[config.mk]
export PLATFORM = sky130hd
export DESIGN_NAME = uart_rx_fifo_param
export DESIGN_NICKNAME = d
export VERILOG_FILES = /design/src/rtl/uart_pkg.sv /design/src/rtl/sync_fifo.sv /design/src/rtl/uart_rx_fifo_param.sv
export SDC_FILE = /design/constraint.sdc
export NUM_CORES = 1
export LEC_CHECK = 0
export BUFFER_PORTS_ARGS = -buffer_cell sky130_fd_sc_hd__buf_2
export CAP_MARGIN = 15
export CORE_MARGIN = 5
export CORE_UTILIZATION = 55
export CTS_BUF_LIST = sky130_fd_sc_hd__clkbuf_16
export DETAILED_ROUTE_END_ITERATION = 6
export PLACE_DENSITY = 0.77
export SYNTH_ARGS = -nofsm -noshare
export SYNTH_HDL_FRONTEND = slang
export SYNTH_SLANG_ARGS = --single-unit
[constraint.sdc]
create_clock -name clk -period 2.34 [get_ports clk]
set_input_delay 0.702 -clock clk [delete_from_list [all_inputs] [get_ports clk]]
set_output_delay 0.702 -clock clk [all_outputs]
set_load 0.02 [all_outputs]
[src/rtl/uart_pkg.sv]
// Shared types for the parametrised UART receiver: parity modes and receive FSM states.
package uart_pkg;

  typedef enum logic [1:0] {
    PAR_NONE = 2'd0,
    PAR_EVEN = 2'd1,
    PAR_ODD  = 2'd2
  } parity_t;

  typedef enum logic [2:0] {
    IDLE,
    START,
    DATA,
    PARITY,
    STOP
  } rx_state_t;

  // True when the received parity bit disagrees with the accumulated data parity.
  function automatic logic parity_mismatch(input parity_t mode, input logic acc, input logic par_bit);
    logic odd_total;
    odd_total = acc ^ par_bit;
    return (mode == PAR_ODD) ? ~odd_total : odd_total;
  endfunction

endpackage

[src/rtl/sync_fifo.sv]
// Synchronous FIFO with zero-latency head; a pop is honoured before a push so a full FIFO
// accepts a push in the same cycle it is popped.
module sync_fifo
  import uart_pkg::*;
#(
  parameter int WIDTH = 8,
  parameter int DEPTH = 4
) (
  input  logic             clk,
  input  logic             rst_n,
  input  logic             push,
  input  logic             pop,
  input  logic [WIDTH-1:0] wdata,
  output logic [WIDTH-1:0] rdata,
  output logic             full,
  output logic             empty
);

  localparam int AW = $clog2(DEPTH);
  localparam int PW = AW + 1;

  logic [PW-1:0]    wptr_q, wptr_d;
  logic [PW-1:0]    rptr_q, rptr_d;
  logic [WIDTH-1:0] mem_q [DEPTH];
  logic [WIDTH-1:0] mem_d [DEPTH];
  logic             do_push;
  logic             do_pop;

  // Extra MSB on each pointer distinguishes full from empty when the indices match.
  assign empty = (wptr_q == rptr_q);
  assign full  = (wptr_q[AW] != rptr_q[AW]) && (wptr_q[AW-1:0] == rptr_q[AW-1:0]);
  assign rdata = mem_q[rptr_q[AW-1:0]];

  always_comb begin
    do_pop  = pop & ~empty;
    do_push = push & (~full | do_pop);
    wptr_d  = wptr_q;
    rptr_d  = rptr_q;
    mem_d   = mem_q;
    if (do_push) begin
      mem_d[wptr_q[AW-1:0]] = wdata;
      wptr_d = wptr_q + PW'(1);
    end
    if (do_pop) begin
      rptr_d = rptr_q + PW'(1);
    end
  end

  always_ff @(posedge clk or negedge rst_n) begin
    if (!rst_n) begin
      wptr_q <= '0;
      rptr_q <= '0;
      mem_q  <= '{default: '0};
    end else begin
      wptr_q <= wptr_d;
      rptr_q <= rptr_d;
      mem_q  <= mem_d;
    end
  end

endmodule

[src/rtl/uart_rx_fifo_param.sv]
// UART receiver with synchroniser, false-start rejection, sticky error flags and receive FIFO.
// Data reaches rx_data one clk after the stop-bit sample; frames are dropped (ovr_err) when full.
module uart_rx_fifo_param
  import uart_pkg::*;
#(
  parameter int CLK_DIV    = 2604,
  parameter int DATA_BITS  = 8,
  parameter int PARITY     = 0,
  parameter int FIFO_DEPTH = 4
) (
  input  logic                 clk,
  input  logic                 rst_n,
  input  logic                 RX,
  input  logic                 clr_rdy,
  input  logic                 err_clr,
  output logic [DATA_BITS-1:0] rx_data,
  output logic                 rdy,
  output logic                 frm_err,
  output logic                 par_err,
  output logic                 ovr_err
);

  localparam int      CNT_W    = $clog2(CLK_DIV);
  localparam int      BIT_W    = $clog2(DATA_BITS + 1);
  localparam parity_t PAR_MODE = parity_t'(PARITY);
  localparam logic [CNT_W-1:0] HALF_LOAD = CNT_W'(CLK_DIV / 2);
  // A sample consumes the zero cycle, so reloading CLK_DIV-1 spaces samples CLK_DIV apart.
  localparam logic [CNT_W-1:0] BIT_LOAD  = CNT_W'(CLK_DIV - 1);

  rx_state_t            state_q, state_d;
  logic                 rx_meta_q, rx_meta_d;
  logic                 rx_s_q, rx_s_d;
  logic [CNT_W-1:0]     cnt_q, cnt_d;
  logic [BIT_W-1:0]     bit_cnt_q, bit_cnt_d;
  logic [DATA_BITS-1:0] shift_q, shift_d;
  logic                 par_acc_q, par_acc_d;
  logic                 par_bad_q, par_bad_d;
  logic                 frm_err_q, frm_err_d;
  logic                 par_err_q, par_err_d;
  logic                 ovr_err_q, ovr_err_d;

  logic                 tick;
  logic                 push;
  logic                 pop;
  logic                 fifo_full;
  logic                 fifo_empty;
  logic                 frm_set;
  logic                 par_set;
  logic                 ovr_set;

  sync_fifo #(
    .WIDTH (DATA_BITS),
    .DEPTH (FIFO_DEPTH)
  ) u_fifo (
    .clk   (clk),
    .rst_n (rst_n),
    .push  (push),
    .pop   (pop),
    .wdata (shift_q),
    .rdata (rx_data),
    .full  (fifo_full),
    .empty (fifo_empty)
  );

  assign rdy     = ~fifo_empty;
  assign pop     = clr_rdy & ~fifo_empty;
  assign frm_err = frm_err_q;
  assign par_err = par_err_q;
  assign ovr_err = ovr_err_q;

  always_comb begin
    rx_meta_d = RX;
    rx_s_d    = rx_meta_q;
    state_d   = state_q;
    cnt_d     = cnt_q;
    bit_cnt_d = bit_cnt_q;
    shift_d   = shift_q;
    par_acc_d = par_acc_q;
    par_bad_d = par_bad_q;
    push      = 1'b0;
    frm_set   = 1'b0;
    par_set   = 1'b0;
    ovr_set   = 1'b0;
    tick      = (cnt_q == '0);

    if (state_q != IDLE && !tick) begin
      cnt_d = cnt_q - CNT_W'(1);
    end

    case (state_q)
      IDLE: begin
        if (!rx_s_q) begin
          state_d = START;
          cnt_d   = HALF_LOAD;
        end
      end
      START: begin
        if (tick) begin
          if (rx_s_q) begin
            state_d = IDLE;
          end else begin
            state_d   = DATA;
            cnt_d     = BIT_LOAD;
            bit_cnt_d = '0;
            par_acc_d = 1'b0;
            par_bad_d = 1'b0;
          end
        end
      end
      DATA: begin
        if (tick) begin
          shift_d   = {rx_s_q, shift_q[DATA_BITS-1:1]};
          par_acc_d = par_acc_q ^ rx_s_q;
          cnt_d     = BIT_LOAD;
          if (bit_cnt_q == BIT_W'(DATA_BITS - 1)) begin
            state_d = (PAR_MODE != PAR_NONE) ? uart_pkg::PARITY : STOP;
          end else begin
            bit_cnt_d = bit_cnt_q + BIT_W'(1);
          end
        end
      end
      uart_pkg::PARITY: begin
        if (tick) begin
          par_bad_d = parity_mismatch(PAR_MODE, par_acc_q, rx_s_q);
          cnt_d     = BIT_LOAD;
          state_d   = STOP;
        end
      end
      STOP: begin
        if (tick) begin
          state_d = IDLE;
          if (!rx_s_q) begin
            frm_set = 1'b1;
          end else if (par_bad_q) begin
            par_set = 1'b1;
          end else if (fifo_full && !pop) begin
            ovr_set = 1'b1;
          end else begin
            push = 1'b1;
          end
        end
      end
      default: state_d = IDLE;
    endcase

    // Setting wins over a same-cycle clear so no error event is ever lost.
    frm_err_d = err_clr ? 1'b0 : frm_err_q;
    par_err_d = err_clr ? 1'b0 : par_err_q;
    ovr_err_d = err_clr ? 1'b0 : ovr_err_q;
    if (frm_set) frm_err_d = 1'b1;
    if (par_set) par_err_d = 1'b1;
    if (ovr_set) ovr_err_d = 1'b1;
  end

  always_ff @(posedge clk or negedge rst_n) begin
    if (!rst_n) begin
      state_q   <= IDLE;
      rx_meta_q <= 1'b1;
      rx_s_q    <= 1'b1;
      cnt_q     <= '0;
      bit_cnt_q <= '0;
      shift_q   <= '0;
      par_acc_q <= 1'b0;
      par_bad_q <= 1'b0;
      frm_err_q <= 1'b0;
      par_err_q <= 1'b0;
      ovr_err_q <= 1'b0;
    end else begin
      state_q   <= state_d;
      rx_meta_q <= rx_meta_d;
      rx_s_q    <= rx_s_d;
      cnt_q     <= cnt_d;
      bit_cnt_q <= bit_cnt_d;
      shift_q   <= shift_d;
      par_acc_q <= par_acc_d;
      par_bad_q <= par_bad_d;
      frm_err_q <= frm_err_d;
      par_err_q <= par_err_d;
      ovr_err_q <= ovr_err_d;
    end
  end

endmodule
==> out/results.tsv, run 1 <==
stage	metric	value	unit
setup_path	worstPathCellList	inv_2 > ha_4 > or4b_4 > nor4_4 > buf_12 > nand4_4 > buf_8 > mux2_2	
power	powerDensity	637.2	mW/mm^2
cts	cts_max_level	3	
synthesis	synth_edf_count	0	
power	power.leakage	2.101	nW
timing	setup_viol	9	
place	place_hpwl	4756	um
synthesis	ys_seq_area_share	49.86	%
outcome	status	complete, but fails checks	
setup_path	critical_path_class	register to register	
timing	period_minus_slack	2363	ps
finish	diodes	0	
cts	cts_tree	yes	
timing	fmax	423.1	MHz
min_path	min_path_type	register to register	
synthesis	yosysUniqueCellTypes	60	
finish	syn2layout_area_growth	20.06	%
finish	nNetsFinal	340	
grt	grt_pass1_vias	2528	
place	dpl-instance-area	0.003851	sq mm
drt	drt_pass1_iterations	5	
outcome	violations	negative setup slack	
synthesis	syn_nets	297	
cts	cts_buffer_depth	2	
drt	vias	2546	
drt	drc	0	
synthesis	synth_cells	285	
setup_path	required	2550	ps
timing	rsz0062_at_grt	yes	
drt	vias_per_cell	6.210	
grt	grt_overflow	0	
timing	maxSlewViolCount	0	
die	die_h	91.11	um
drt	totalWireLength	8038	um
timing	relSlewSlack	52.98	%
finish	drive_gt1_share	41.14	%
setup_path	arrival	2570	ps
grt	grt_max_degree	73	
grt	track_usage	18.91	%
synthesis	async_flop_share	100.0	%
timing	hold_viol_final	0	
setup_path	cp-end-kind	register	
timing	fin_crit_sh	101.0	%
cts	cts_hold_buf	0	
synthesis	synth_flop_cell	dfrtp_1	
cts	cts_root_buf	clkbuf_16	
timing	layout_setup_ws	-23.44	ps
place	gp_congestion	0.8192	
setup_path	crit_path_start_kind	register	
die	die-area	0.008301	sq mm
timing	clock-skew-final	7.976	ps
drt	drt_iter0_drc	167	
setup_path	critPathSlowestCell	or4b_4	
die	io_pins	17	
grt	grt_pass1_wl	12720	um
die	fp.dieW	91.11	um
drt	wl_per_cell	19.60	um
die	rows	29	
synthesis	synth_warnings	0	
die	coreArea	0.006386	sq mm
synthesis	synth-seq-cells	72	
cts	cts_buffers	9	
finish	finalInstanceArea	0.004344	sq mm
cts	cts.sinks	72	
synthesis	syn-cell-area	0.003618	sq mm
job	maxCapViolCount	0	
drt	antenna_left	0	
cts	clkLatencyLatePin	330	ps
place	port_buffers	16	
power	peakVddDrop	0.7607	mV
power	power.total	2.768	mW
setup_path	max_stage_delay	490	ps
timing	tightestPinTransition	703.7	ps
cts	path_clk_slew	60	ps
die	start_util	56.66	%
grt	antenna_found_initial	0	
setup_path	crit_fanout	8	
synthesis	avgSynthCellArea	12.70	sq um
==> cells in the mapped netlist (3+ instances only) <==
master	count	area, sq um
xnor2_1	7	61.31
nand4_1	4	25.02
and3_1	4	25.02
a41oi_1	3	26.28
mux4_2	8	180.2
inv_1	12	45.04
clkbuf_8	5	68.82
nand2_1	8	30.03
dfrtp_1	70	1752
nor3_1	9	45.04
clkbuf_1	4	15.01
o31a_1	3	26.28
o21ai_0	5	25.02
or2_2	3	18.77
nor2_1	12	45.04
mux2_2	43	484.2
nand3_1	7	35.03
a21oi_1	9	45.04
o22ai_1	6	37.54
a211oi_1	3	22.52
mux2i_1	3	30.03
nand4_2	3	37.54
ha_1	7	87.58
==> layout by cell type (no fill, tap or decap), types with 3 or more instances in the layout <==
cell type / synthesis / layout
ha_1: 7 / 6
and3_1: 4 / 4
mux2i_1: 3 / 3
o31a_1: 3 / 3
clkinv_4: 0 / 3
nand4_1: 4 / 4
o21ai_0: 5 / 4
inv_1: 12 / 11
mux4_2: 8 / 8
clkbuf_16: 0 / 10
buf_2: 1 / 16
nand2_1: 8 / 8
or2_2: 3 / 3
dfrtp_1: 70 / 70
a211oi_1: 3 / 3
o22ai_1: 6 / 6
mux2_2: 43 / 43
nor3_1: 9 / 9
xnor2_1: 7 / 6
nand4_4: 1 / 4
nor2_1: 12 / 11
buf_4: 0 / 23
a21oi_1: 9 / 9
nand3_1: 7 / 6
==> logic make-up (layout without fill, tap and decap cells) <==
logic type	after synthesis	count (layout)	share of synthesized area (%)
buf+inv	24	72	4.322
fa+ha+maj	7	7	2.420
flops	72	72	49.86
mux	54	54	19.19
simple gates	77	77	13.90
compound gates	43	43	8.368
xor+xnor	8	8	1.936
==> power by group <==
part	internal, mW	switching (mW)	total [mW]
clock	0.935	0.543	1.48
combinational	0.00911	0.0284	0.0375
sequential	1.25	0.00441	1.25
total	2.19	0.576	2.77
==> sequential cells by signal (all words and copies together) (netlist names) <==
signal         count
frm_err            1
par_err            1
u_fifo.rptr_q      3
state_q            3
u_fifo.wptr_q      3
par_acc_q          1
bit_cnt_q          4
par_bad_q          1
u_fifo.mem_q      32
cnt_q             12
shift_q            8
ovr_err            1
rx_s_q             1
rx_meta_q          1
==> repair_timing <==
action / CTS / global route
resized for setup: 4 / 14
pin swaps: 0 / 5
buffers inserted: 1 / 7
gates cloned: 0 / 1
setup endpoints to repair: 21 / 42
==> metrics by stage <==
step	worst slack (ps)	setup TNS [ps]	util (%)	hold slack [ps]	cells
global route	-104.5	-2496	68.03	363.2	410
CTS	4.498	0	65.83	359.2	402
detailed placement	-41.73	-374.7	60.31	351.2	385
finish	-23.44	-146.9	68.03	358.0	410
floorplan	20.29	0	-	345.2	285
global placement	21.51	0	60.31	346.7	385
==> path summary, 6_finish.rpt <==
kind                                                     to  cells past startpoint  slack (ps)                 from
worst max-delay path            u_fifo.mem_q[2]$_DFFE_PN0P_                      8         -20   cnt_q[0]$_DFF_PN0_
worst min-delay path                       rx_s_q$_DFF_PN1_                      0         360  rx_meta_q$_DFF_PN1_
worst max register to register  u_fifo.mem_q[2]$_DFFE_PN0P_                      8         -20   cnt_q[0]$_DFF_PN0_
worst min register to register             rx_s_q$_DFF_PN1_                      0         360  rx_meta_q$_DFF_PN1_
max in group asynchronous                  rx_s_q$_DFF_PN1_                      2        1610                rst_n
min in group asynchronous               cnt_q[11]$_DFF_PN0_                      2         380                rst_n
==> critical path: cells and delay by family (launching register included) <==
| kind | cells | cell delay (ps) |
|---|---|---|
| muxes | 1 | 270 |
| adders and majority gates | 1 | 140 |
| buffers and inverters | 3 | 460 |
| DFF | 1 | 380 |
| and+or+nand+nor | 3 | 970 |
==> per-layer routing <==
layer  part of all wire (%)  track usage (%)  up-vias  wire length [um]
met5                      0                0        -                 0
met3                    4.0            3.223       19               322
met4                    2.8            7.579        0               224
li1                       -                -     1157                 -
met2                     49            29.21       62              3911
met1                     45            26.66     1308              3580
==> area by class of cell <==
type / count / area (sq um)
flip-flops and latches: 72 / 1804
clock inverters: 7 / 96.34
inverters: 12 / 45.04
multi-input cells: 189 / 1733
clock buffers: 9 / 225.2
fillers: 450 / 2042
well taps: 77 / 96.34
repair buffers: 44 / 344.1
No activity file was read; power rests on OpenSTA's default activity.
==> run 2, diff against run 1 <==
--- a/config.mk
+++ b/config.mk
@@ -5,12 +5,14 @@
 export SDC_FILE = /design/constraint.sdc
 export NUM_CORES = 1
 export LEC_CHECK = 0
+export ABC_AREA = 1
 export BUFFER_PORTS_ARGS = -buffer_cell sky130_fd_sc_hd__buf_2
 export CAP_MARGIN = 15
 export CORE_MARGIN = 5
 export CORE_UTILIZATION = 55
 export CTS_BUF_LIST = sky130_fd_sc_hd__clkbuf_16
 export DETAILED_ROUTE_END_ITERATION = 6
+export GPL_ROUTABILITY_DRIVEN = 1
 export PLACE_DENSITY = 0.77
 export SYNTH_ARGS = -nofsm -noshare
 export SYNTH_HDL_FRONTEND = slang
==> out/results.tsv, run 2 <==
stage	metric	value	unit	change
cts	clkLatencyLatePin	330	ps	about the same
synthesis	synth_top_area_share	46.95	%	was 48.41%
finish	nNetsFinal	506		was 340
finish	final_cell_mix	nand2_1, dfrtp_1, nor2_1, o21ai_1, inv_1		was dfrtp_1, mux2_2, buf_4, buf_2
grt	antenna_found_initial	0		unchanged
timing	relSlewSlack	66.43	%	was 52.98%
cts	cts_buffers	9		unchanged
synthesis	synth_warnings	0		unchanged
synthesis	async_flop_share	100.0	%	unchanged
timing	rsz0062_at_grt	no		was yes
die	die-area	0.008531	sq mm	was 0.008301 sq mm
finish	layout_commonest_cell	nand2_1		was dfrtp_1
timing	fin_crit_sh	93.98	%	was 101.0%
finish	largest_reg_flops	32		unchanged
synthesis	avgSynthCellArea	7.888	sq um	was 12.70 sq um
finish	diodes	0		unchanged
drt	antenna_left	0		unchanged
cts	postCtsSetupBuffers	0		was 1
timing	setup_viol	0		was 9
drt	vias	3145		was 2,546
min_path	min_path_type	register to register		unchanged
setup_path	cp-end-kind	output pin		was register
die	io_pins	17		unchanged
setup_path	critPathBufInv	2		was 3
cts	cts_buffer_depth	2		unchanged
drt	drc	0		unchanged
drt	vias_per_cell	5.432		was 6.210
power	powerDensity	776.7	mW/mm^2	was 637.2 mW/mm^2
timing	period_minus_slack	2199	ps	was 2363 ps
power	power.leakage	2.184	nW	was 2.101 nW
die	start_util	55.84	%	was 56.66%
grt	grt_pass1_vias	3034		was 2,528
power	power.total	3.240	mW	was 2.768 mW
grt	grt_max_degree	73		unchanged
drt	totalWireLength	8155	um	was 8038 um
grt	grt_pass1_wl	14100	um	was 12,720 um
drt	drt_iter0_drc	191		was 167
synthesis	synthTopCellsByArea	dfrtp_1, nand2_1, o21ai_1		was dfrtp_1, mux2_2, mux4_2
outcome	status	finished, final reports clean		was complete, but fails checks
grt	grt_overflow	0		unchanged
power	peakVddDrop	0.4173	mV	was 0.7607 mV
synthesis	synth_most_common_cell	nand2_1		was dfrtp_1
synthesis	yosys-top-cells-count	nand2_1, dfrtp_1, nor2_1		was dfrtp_1, mux2_2, inv_1, nor2_1
die	rows	30		was 29
job	maxCapViolCount	0		unchanged
cts	cts_root_buf	clkbuf_16		unchanged
cts	cts.sinks	72		unchanged
finish	largest_registers	u_fifo.mem_q: 32 flops, cnt_q: 12 flops, shift_q: 8 flops		unchanged
cts	cts_max_level	3		unchanged
setup_path	cp_top_family	flip-flops		was simple AND/OR/NAND/NOR gates
finish	drive_gt1_share	11.82	%	was 41.14%
finish	largest-register	u_fifo.mem_q		unchanged
timing	hold_viol_final	0		unchanged
die	coreArea	0.006681	sq mm	was 0.006386 sq mm
setup_path	crit_fanout	12		was 8
synthesis	synth-seq-cells	72		unchanged
timing	maxSlewViolCount	0		unchanged
synthesis	synth_cells	473		was 285
finish	multiInputGateArea	0.001695	sq mm	was 0.001733 sq mm
setup_path	arrival	1500	ps	was 2570 ps
synthesis	ys_seq_area_share	48.36	%	was 49.86%
place	preCtsSetupSlack	325.0	ps	was -41.73 ps
place	place_hpwl	5707	um	was 4756 um
timing	tightestPinTransition	503.5	ps	was 703.7 ps
synthesis	syn_nets	485		was 297
synthesis	synth_edf_count	0		unchanged
synthesis	yosysUniqueCellTypes	30		was 60
timing	clock-skew-final	7.563	ps	was 7.976 ps
place	port_buffers	16		unchanged
finish	filler_cell_count	581		was 450
setup_path	critPathSlowestCell	dfrtp_2		was or4b_4
die	fp.dieW	92.37	um	was 91.11 um
synthesis	syn-cell-area	0.003731	sq mm	was 0.003618 sq mm
place	gp_congestion	0.8739		was 0.8192
grt	track_usage	20.70	%	was 18.91%
timing	fmax	454.7	MHz	was 423.1 MHz
setup_path	max_stage_delay	460	ps	was 490 ps
setup_path	worstPathCellList	buf_4 > o21ai_0 > o22ai_1 > buf_2		was inv_2 > ha_4 > or4b_4 > nor4_4 > buf_12 > nand4_4 > buf_8 > mux2_2
cts	cts_tree	yes		unchanged
setup_path	critical_path_class	register to output pin		was register to register
finish	syn2layout_area_growth	11.80	%	was 20.06%
timing	layout_setup_ws	140.8	ps	was -23.44 ps
cts	path_clk_slew	60	ps	about the same
timing	tns	0	ps	was -146.9 ps
synthesis	synth_flop_cell	dfrtp_1		unchanged
drt	wl_per_cell	14.08	um	was 19.60 um
finish	seq_area	0.001807	sq mm	was 0.001804 sq mm
timing	hold-worst-slack	358.2	ps	was 358.0 ps
synthesis	synth_top_cell_by_area	dfrtp_1		unchanged
die	die_h	92.37	um	was 91.11 um
drt	drt_pass1_iterations	5		unchanged
setup_path	required	1640	ps	was 2550 ps
setup_path	crit_path_start_kind	register		unchanged
run 2: cell count changes in the layout (fill, tap and decap cells not counted), moves of 19 or more:
cell     delta
buf_4      -19
o21ai_1    +41
nand2_1   +131
inv_1      +26
o21ai_0    +21
nor2_1     +40
mux2_2     -43
run 2: path summary, 6_finish.rpt:
path                            depth (start not counted)                         start                      endpoint  slack, ps
worst max-delay path                                    4  u_fifo.rptr_q[0]$_DFFE_PN0P_                    rx_data[7]        140
worst min-delay path                                    0           rx_meta_q$_DFF_PN1_              rx_s_q$_DFF_PN1_        360
worst max register to register                         11            cnt_q[0]$_DFF_PN0_  u_fifo.mem_q[23]$_DFFE_PN0P_        330
worst min register to register                          0           rx_meta_q$_DFF_PN1_              rx_s_q$_DFF_PN1_        360
max in group asynchronous                               2                         rst_n              rx_s_q$_DFF_PN1_       1610
min in group asynchronous                               2                         rst_n   u_fifo.mem_q[5]$_DFFE_PN0P_        380
run 2: cells by family (layout without fill, tap and decap cells):
family | count (synthesis) | in the layout | synth area share, %
AND/OR/NAND/NOR | 227 | 227 | 25.89
AO/OA/AOI/OAI | 96 | 96 | 13.62
flip-flops | 72 | 72 | 48.36
buffers and inverters | 56 | 82 | 6.204
XOR/XNOR | 14 | 14 | 3.286
adder cells (fa/ha/maj) | 7 | 7 | 2.347
multiplexers | 1 | 1 | 0.3018
run 2: per-stage QoR:
stage / instances / util (%) / area (sq um)
after floorplan: 473 / - / 3731
after global placement: 563 / 58.35 / 3899
after detailed placement: 563 / 58.35 / 3899
after CTS: 579 / 62.32 / 4164
after global routing: 579 / 62.43 / 4172
final: 579 / 62.43 / 4172
run 2: per-layer routing:
layer | GRT usage (%) | routed length, um
met5 | 0 | 0
met4 | 6.807 | 145
met3 | 4.224 | 475
met2 | 33.60 | 3894
met1 | 27.79 | 3639
run 2: repair_timing:
action / 4_1_cts / 5_1_grt
endpoints found under the setup margin: 0 / 7
gates resized for setup: 0 / 5
hold buffers: 0 / 0
run 2: worst register-to-register path: stages (launching register included):
cell and delay [ps]:
dfrtp_1 400, inv_1 120, ha_1 240, nand2_1 110
inv_1 90, nand2_1 140, nor2_1 60, nand2_1 50
buf_4 430, nor2_4 140, nand2_1 90, nand2_1 50
run 2: layout make-up:
| class | instances | share of cell area [%] |
|---|---|---|
| Inverter | 45 | 4.169 |
| Timing Repair Buffer | 21 | 3.119 |
| Clock buffer | 9 | 5.399 |
| Tap cell | 80 | 2.400 |
| Sequential cell | 72 | 43.31 |
| Clock inverter | 7 | 0.9598 |
| Multi-Input combinational cell | 345 | 40.64 |
run 2: where the power goes:
part | switching (mW) | internal [mW] | leakage [nW] | total, mW
logic | 0.447 | 0.235 | 1.11 | 0.682
clock network | 0.509 | 0.705 | 0.128 | 1.21
registers | 0.0647 | 1.28 | 0.949 | 1.34
